File: src/rtl/uart_rx_fifo.sv
// UART receiver: 2-flop synchronizer, mid-bit sampling FSM, optional parity check,
// show-ahead receive FIFO and sticky frame/parity/overrun flags.
//
// state  | meaning
// IDLE   | line idle, waiting for a falling edge on rx_s
// START  | half-bit delay, then confirm the start bit is still low
// DATA   | sampling DATA_WIDTH data bits, LSB first
// PARITY | sampling the parity bit (only when PARITY_EN=1)
// STOP   | sampling the stop bit; push, parity error or frame error
// BREAK  | stop bit was low; wait for the line to return high
module uart_rx_fifo #(
   parameter int DATA_WIDTH  = 8,
   parameter int BAUD_PERIOD = 434,
   parameter int FIFO_DEPTH  = 4,
   parameter int PARITY_EN   = 0,
   parameter int PARITY_ODD  = 0
) (
   input  logic                          clk,
   input  logic                          rst_l,
   input  logic                          rx,
   output logic [DATA_WIDTH-1:0]         rd_data,
   output logic                          rd_valid,
   input  logic                          rd_ready,
   output logic [$clog2(FIFO_DEPTH):0]   rx_count,
   output logic                          frame_err,
   output logic                          parity_err,
   output logic                          overrun,
   input  logic                          clr_err
);

   localparam int CNT_W  = $clog2(BAUD_PERIOD);
   localparam int BIT_W  = $clog2(DATA_WIDTH);
   localparam int ADDR_W = $clog2(FIFO_DEPTH);

   localparam logic [CNT_W-1:0]  FULL_RELOAD = CNT_W'(BAUD_PERIOD - 1);
   localparam logic [CNT_W-1:0]  HALF_RELOAD = CNT_W'(BAUD_PERIOD / 2 - 1);
   localparam logic [BIT_W-1:0]  LAST_BIT    = BIT_W'(DATA_WIDTH - 1);
   localparam logic [ADDR_W:0]   DEPTH_CNT   = (ADDR_W + 1)'(FIFO_DEPTH);
   localparam logic              PAR_ON      = (PARITY_EN != 0);
   localparam logic              PAR_ODD     = (PARITY_ODD != 0);

   typedef enum logic [2:0] {
      IDLE,
      START,
      DATA,
      PARITY,
      STOP,
      BREAK
   } state_t;

   state_t                state, state_nxt;
   logic                  rx_meta, rx_s, rx_d;
   logic [CNT_W-1:0]      baud_cnt, baud_nxt;
   logic [DATA_WIDTH-1:0] shreg, shreg_nxt;
   logic [BIT_W-1:0]      bit_cnt, bit_nxt;
   logic                  par_bad, par_bad_nxt;
   logic                  tick;
   logic                  push, set_frame, set_parity;

   logic [DATA_WIDTH-1:0] fifo_mem [FIFO_DEPTH];
   logic [ADDR_W-1:0]     wr_ptr, rd_ptr;
   logic [ADDR_W:0]       count;
   logic                  pop, push_ok, drop;

   assign tick = (state != IDLE) && (baud_cnt == '0);

   always_ff @(posedge clk) begin
      if (!rst_l) begin
         rx_meta    <= 1'b1;
         rx_s       <= 1'b1;
         rx_d       <= 1'b1;
         state      <= IDLE;
         baud_cnt   <= '0;
         shreg      <= '0;
         bit_cnt    <= '0;
         par_bad    <= 1'b0;
         wr_ptr     <= '0;
         rd_ptr     <= '0;
         count      <= '0;
         frame_err  <= 1'b0;
         parity_err <= 1'b0;
         overrun    <= 1'b0;
      end else begin
         rx_meta  <= rx;
         rx_s     <= rx_meta;
         rx_d     <= rx_s;
         state    <= state_nxt;
         baud_cnt <= baud_nxt;
         shreg    <= shreg_nxt;
         bit_cnt  <= bit_nxt;
         par_bad  <= par_bad_nxt;
         if (push_ok) wr_ptr <= wr_ptr + 1'b1;
         if (pop)     rd_ptr <= rd_ptr + 1'b1;
         case ({push_ok, pop})
            2'b10:   count <= count + 1'b1;
            2'b01:   count <= count - 1'b1;
            default: count <= count;
         endcase
         // a new error in the same cycle as clr_err stays set
         frame_err  <= set_frame  | (frame_err  & ~clr_err);
         parity_err <= set_parity | (parity_err & ~clr_err);
         overrun    <= drop       | (overrun    & ~clr_err);
      end
   end

   always_ff @(posedge clk) begin
      if (rst_l && push_ok) fifo_mem[wr_ptr] <= shreg;
   end

   always_comb begin
      state_nxt   = state;
      baud_nxt    = baud_cnt;
      shreg_nxt   = shreg;
      bit_nxt     = bit_cnt;
      par_bad_nxt = par_bad;
      push        = 1'b0;
      set_frame   = 1'b0;
      set_parity  = 1'b0;

      if (state != IDLE) baud_nxt = tick ? FULL_RELOAD : baud_cnt - 1'b1;

      case (state)
         IDLE: begin
            if (rx_d && !rx_s) begin
               state_nxt = START;
               baud_nxt  = HALF_RELOAD;
            end
         end
         START: begin
            if (tick) begin
               if (!rx_s) begin
                  state_nxt   = DATA;
                  bit_nxt     = '0;
                  par_bad_nxt = 1'b0;
               end else begin
                  state_nxt = IDLE;
               end
            end
         end
         DATA: begin
            if (tick) begin
               shreg_nxt = {rx_s, shreg[DATA_WIDTH-1:1]};
               bit_nxt   = bit_cnt + 1'b1;
               if (bit_cnt == LAST_BIT) state_nxt = PAR_ON ? PARITY : STOP;
            end
         end
         PARITY: begin
            if (tick) begin
               par_bad_nxt = (rx_s != ((^shreg) ^ PAR_ODD));
               state_nxt   = STOP;
            end
         end
         STOP: begin
            if (tick) begin
               if (rx_s) begin
                  if (par_bad) set_parity = 1'b1;
                  else         push       = 1'b1;
                  state_nxt = IDLE;
               end else begin
                  set_frame = 1'b1;
                  state_nxt = BREAK;
               end
            end
         end
         BREAK: begin
            if (rx_s) state_nxt = IDLE;
         end
         default: state_nxt = IDLE;
      endcase
   end

   // a full FIFO still accepts a character when the head leaves in the same cycle
   assign pop     = rd_valid & rd_ready;
   assign push_ok = push & ((count < DEPTH_CNT) | pop);
   assign drop    = push & ~push_ok;

   assign rd_valid = (count != '0);
   assign rd_data  = rd_valid ? fifo_mem[rd_ptr] : '0;
   assign rx_count = count;

endmodule

File: config.mk
export PLATFORM = sky130hd
export DESIGN_NAME = uart_rx_fifo
export DESIGN_NICKNAME = d
export VERILOG_FILES = /design/src/rtl/uart_rx_fifo.sv
export SDC_FILE = /design/constraint.sdc
export NUM_CORES = 1
export LEC_CHECK = 0
export BUFFER_PORTS_ARGS = -buffer_cell sky130_fd_sc_hd__buf_2
export CORE_UTILIZATION = 45
export CTS_CLUSTER_DIAMETER = 80
export DETAILED_ROUTE_END_ITERATION = 10
export PLACE_DENSITY = 0.66
export SYNTH_ARGS = -nofsm -noshare
export SYNTH_HDL_FRONTEND = slang
export SYNTH_SLANG_ARGS = --single-unit
export TNS_END_PERCENT = 10
File: constraint.sdc
create_clock -name clk -period 8.53 [get_ports clk]
set_clock_uncertainty 0.2 [all_clocks]
set_input_delay 1.2795 -clock clk [delete_from_list [all_inputs] [get_ports clk]]
set_output_delay 1.2795 -clock clk [all_outputs]
set_load 0.05 [all_outputs]
* Word-level counts from Yosys, hierarchy flattened
Memories as Yosys holds them, arrays and structs flattened. A register that Yosys moved wholly into a read port is not among the register bits.
Index checks and enable logic that the tools add are counted.
** Word-level totals
- Register bits :: 37
- RAM bits :: 32
- Input bits :: 5
- Output and inout port bits :: 15
- Memories :: 1
** Memories
- fifo_mem :: words 4, bits a word 8, rd ports 1, clocked after memory_dff 1, wr ports 1, RTL line 60 : logic [DATA_WIDTH-1:0] fifo_mem [FIFO_DEPTH];
** Operators by class
- $add $sub $neg :: 6
- $lt $le $gt $ge :: 1
- Equal/unequal tests :: 17
- Multiplexer cells :: 39
- Bitwise logic cells :: 12
- Reduce and logical (&&, ||, !) cells :: 16
** Operators by type and width (number)
- $mux 9 :: 4
- $mux 3 :: 11
- $pmux 3 s6 :: 1
- $mux 1 :: 16
- $ne 2x2->1 const B :: 8
- $pmux 3 s2 :: 2
- $eq 3x3->1 const B :: 3
- $logic_not 9->1 :: 1
- $sub 9x1->9 const B :: 1
- $mux 8 :: 1
- $reduce_and 4->1 :: 2
- $reduce_xor 8->1 :: 1
- $reduce_and 7->1 :: 1
- $add 3x1->3 const B :: 2
- $and 1x1->1 :: 6
- $eq 3x2->1 const B :: 2
- $mux 2 :: 3
- $reduce_bool 2->1 :: 3
- $reduce_bool 3->1 :: 2
- $add 2x1->2 const B :: 2
- $or 1x1->1 :: 4
- $eq 3x1->1 const B :: 1
- $logic_and 1x1->1 :: 3
- $logic_not 3->1 :: 1
- 9 further kinds :: 10

* Depth between registers and ports, before layout
- Depth in word-level cells :: 8
- Depth in mapped cells :: 12
- Depth with buffers taken out :: 12

* Worst setup path before layout
No wires, ideal clock.
- Path type :: reg2out
- From :: register count[0] (netlist: rx_count[0])
- To :: output port rd_data[0]
- Arrival time :: 1.930 ns
- Slack :: 5.120 ns
- Stages on the path, launching flop included :: 4
- Path buffers :: 1
- Cells stage by stage :: dfxtp_1 or3_1 clkbuf_1 and2_1
** On the way
- Longest elaborated chain between the ends :: 2
** Ends and longest elaborated chain
- start: declaration :: RTL line 62 : logic [ADDR_W:0] count;
- start signal: assignment :: RTL line 95 : 2'b10: count <= count + 1'b1;
- start signal: assignment :: RTL line 96 : 2'b01: count <= count - 1'b1;
- start signal: assignment :: RTL line 97 : default: count <= count;
- $reduce_bool 3->1 :: RTL line 177 : assign rd_valid = (count != '0);
- via rd_valid :: RTL line 22 : output logic rd_valid,
- $mux 8 :: RTL line 178 : assign rd_data = rd_valid ? fifo_mem[rd_ptr] : '0;
- end: declaration :: RTL line 21 : output logic [DATA_WIDTH-1:0] rd_data,
The timed path passes the listed nets, and every way through them passes these cells.

==> qor.csv <==
stage;metric;value;unit
outcome;status;completed;
place;placed_area;3237;µm²
sta;grt_setup_unrepaired;no;
sta;slew_violations;0;
cts;cts_made_buffers;9;
detailed_routing;drtIter0Drc;129;
cts;clkTransAtPathRegs;0.07;ns
final_layout;finalNetCount;308;
pwr;p_seq_share;48.9;%
logic_synthesis;synthCells;277;
cts;cts_buffer_depth;2;
place;io_buffer_count;19;
logic_synthesis;synth_most_common_cell;dfxtp_1;
logic_synthesis;yosysWarnings;0;
detailed_routing;drt-total-wl;5.316;mm
hold_path;hold_class;register to register;
setup_path;critPathTopFamily;flip-flops;
logic_synthesis;synthTopCellsByArea;edfxtp_1 31%, dfxtp_1 25%, mux4_2 5.8%;
logic_synthesis;syn_area_per_cell;11.17;µm²
pwr;p_sw_share;21.99;%
setup_path;crit_type;register to output pin;
pwr;p_per_area;213.4;nW/µm²
pwr;combinationalPowerShare;7.2;%
final_layout;regArea;1742;µm²
sta;relSlewSlack;31.05;%
sta;post-route-period-util;40.19;%
cts;cts_tree;done;
setup_path;rrSetupSlack;5.32;ns
cts;h-tree-depth;3;
final_layout;antenna_cells;0;
logic_synthesis;synth-simple-area-share;16.90;%
pwr;p_leak;1.251;nW
cts;clk_latency;0.34;ns
setup_path;slowest_delay;0.66;ns
setup_path;path_max_fanout;8;
detailed_routing;firstDrtPassIters;6;
logic_synthesis;yosysSeqAreaShare;56.27;%
global_route;grt_overflow;0;
cts;post-cts-setup-buffer-count;0;
logic_synthesis;synth_xor_area_share;3.961;%
floorplanning;ios;20;
setup_path;end_kind;output pin;
global_route;grt_util_all_layers;16.76;%
sta;fin_ws;5.102;ns
cts;clock_sinks;71;
logic_synthesis;synth_edf_count;32;
logic_synthesis;yosysTopAreaCell;edfxtp_1;
sta;hold_violations;0;
sta;fmax;0.2917;GHz
cts;holdBufCountCts;0;
global_route;grt_pass1_vias;1903;
logic_synthesis;synthMuxAreaShare;7.154;%
setup_path;worstPathArrival;1.95;ns
logic_synthesis;synth_ff_type;dfxtp_1;
setup_path;cp_cell_sequence;mux4_2 -> and2_1 -> buf_2;
floorplanning;die_area;7215;µm²
logic_synthesis;synth_fp_nets;291;
floorplanning;die-height;84.94;µm
global_route;grt_max_degree;33;
place;place_ws;5.222;ns
hold_path;hold_depth;1;
pwr;clockPowerShare;43.9;%
sta;period_needed;3.428;ns
setup_path;slowest_stage;dfxtp_1;
flow_run;drv_cap;0;
logic_synthesis;yosysUniqueCellTypes;43;
detailed_routing;ant_nets;0;
global_route;antenna_found_initial;0;
logic_synthesis;synth_adder_area_share;3.880;%
final_layout;utilization;53.65;%
cts;ctsResizeCount;0;
logic_synthesis;synth_commonest_cells;39 x dfxtp_1, 32 x edfxtp_1, 27 x nand2_1, 26 x nor2_1, 25 x a21oi_1;
floorplanning;initial_core_util;47.66;%
pwr;power.switching;0.1635;mW
cts;root_buffer;clkbuf_8;
setup_path;crit_cells;3;
final_layout;stdcell_area;3485;µm²
detailed_routing;post-route-drc-count;0;
final_layout;area_delta_synth_final;12.57;%
logic_synthesis;syn_area;3095;µm²
floorplanning;dieWidth;84.94;µm
detailed_routing;wire_per_inst;14.14;µm
detailed_routing;dr_total_vias;2013;
logic_synthesis;synth_top_area_share;31.04;%
sta;setup_violations;0;
place;dp_hpwl;3.516;mm
floorplanning;core;6495;µm²
logic_synthesis;synth_compound_area_share;8.771;%
place;place_congestion;0.7574;
final_layout;multi_input_area;1259;µm²
setup_path;cp.required;7.05;ns
pwr;power.internal;0.5801;mW
sta;tightest_slew;1.026;ns
logic_synthesis;synth_top_family_by_area;simple AND/OR/NAND/NOR gates;
detailed_routing;viasPerCell;5.354;
floorplanning;rows;29;
setup_path;crit_path_start_kind;register;
pwr;peakVddDrop;148.5;µV
logic_synthesis;synth-seq-cells;71;
setup_path;path_buf_inv;1;
final_layout;drive_above_1_share;16.05;%
final_layout;n_fill_cell;579;
logic_synthesis;async_reset_ff_share;0;%
global_route;grt_pass1_wl;9.094;mm
setup_path;r2r.worst_path.cells;12;
sta;tns;0;ns
sta;hold_slack;0.2150;ns
-- worst paths after layout --
kind / endpoint / from
max reg2reg: rx_count[2] / baud_cnt[0]
min reg2reg: rx_s / rx_meta
max: rd_data[6] / register
min: rx_s / rx_meta
-- final cells by class --
| cell class | instances | area share [%] |
|---|---|---|
| inverters | 12 | 1.293 |
| clock buffers | 11 | 4.057 |
| well taps | 77 | 2.765 |
| clock inverters | 5 | 3.052 |
| multi-input cells | 181 | 36.12 |
| repair buffers | 19 | 2.729 |
| flip-flops and latches | 71 | 49.98 |
-- metal layers --
layer  routed length, µm  vias to the layer above  GRT usage [%]  part of all wire, %
met1                2438                      963          20.10                   46
met3                 196                        8          6.712                  3.7
met5                   0                        -              0                    0
met2                2597                       26          27.20                   49
met4                  83                        0          6.317                  1.6
li1                    -                     1016              -                    -
-- stage by stage --
stage / power, mW / cells
finish: 0.7436 / 376
global route: 0.7718 / 376
CTS: 0.7518 / 376
detailed placement: 0.4250 / 360
global placement: 0.4247 / 360
floorplan: 0.4137 / 277
-- placed cells by master (no fill, tap or decap), drive strengths merged, types with 5 or more instances in the layout --
master,n
inv,12
and2,9
nor2,27
edfxtp,32
xnor2,10
o21ai,9
nor3,5
a21oi,25
clkbuf,11
dfxtp,39
buf,19
nand2,27
ha,8
or3,6
mux4,8
-- cell families (layout without fill, tap and decap cells) --
group | count (synthesis) | after routing
DFF | 71 | 71
adders and majority gates | 9 | 9
muxes | 12 | 12
and+or+nand+nor | 99 | 99
buffers and inverters | 25 | 47
xor gates and xnor gates | 14 | 14
AOI/OAI and AO/OA | 47 | 47
-- power groups by stage --
stage	Combinational [mW]	Sequential, mW	Clock, mW
2_1_floorplan	0.0447	0.369	0
3_3_place_gp	0.0536	0.371	0
3_5_place_dp	0.0539	0.371	0
4_1_cts	0.0539	0.363	0.334
5_1_grt	0.0602	0.364	0.347
6_report	0.0538	0.364	0.326
-- flip-flops by register name, summed over array words and instances (netlist names), named ones only --
| name | cells |
|---|---|
| state | 3 |
| shreg | 8 |
| fifo_mem | 32 |
| frame_err | 1 |
| overrun | 1 |
| rx_s | 1 |
| rx_meta | 1 |
| par_bad | 1 |
| baud_cnt | 9 |
| rx_count | 3 |
| wr_ptr | 2 |
| bit_cnt | 3 |
| rd_ptr | 2 |
| rx_d | 1 |
| parity_err | 1 |
(Power assumes the default switching activity.)
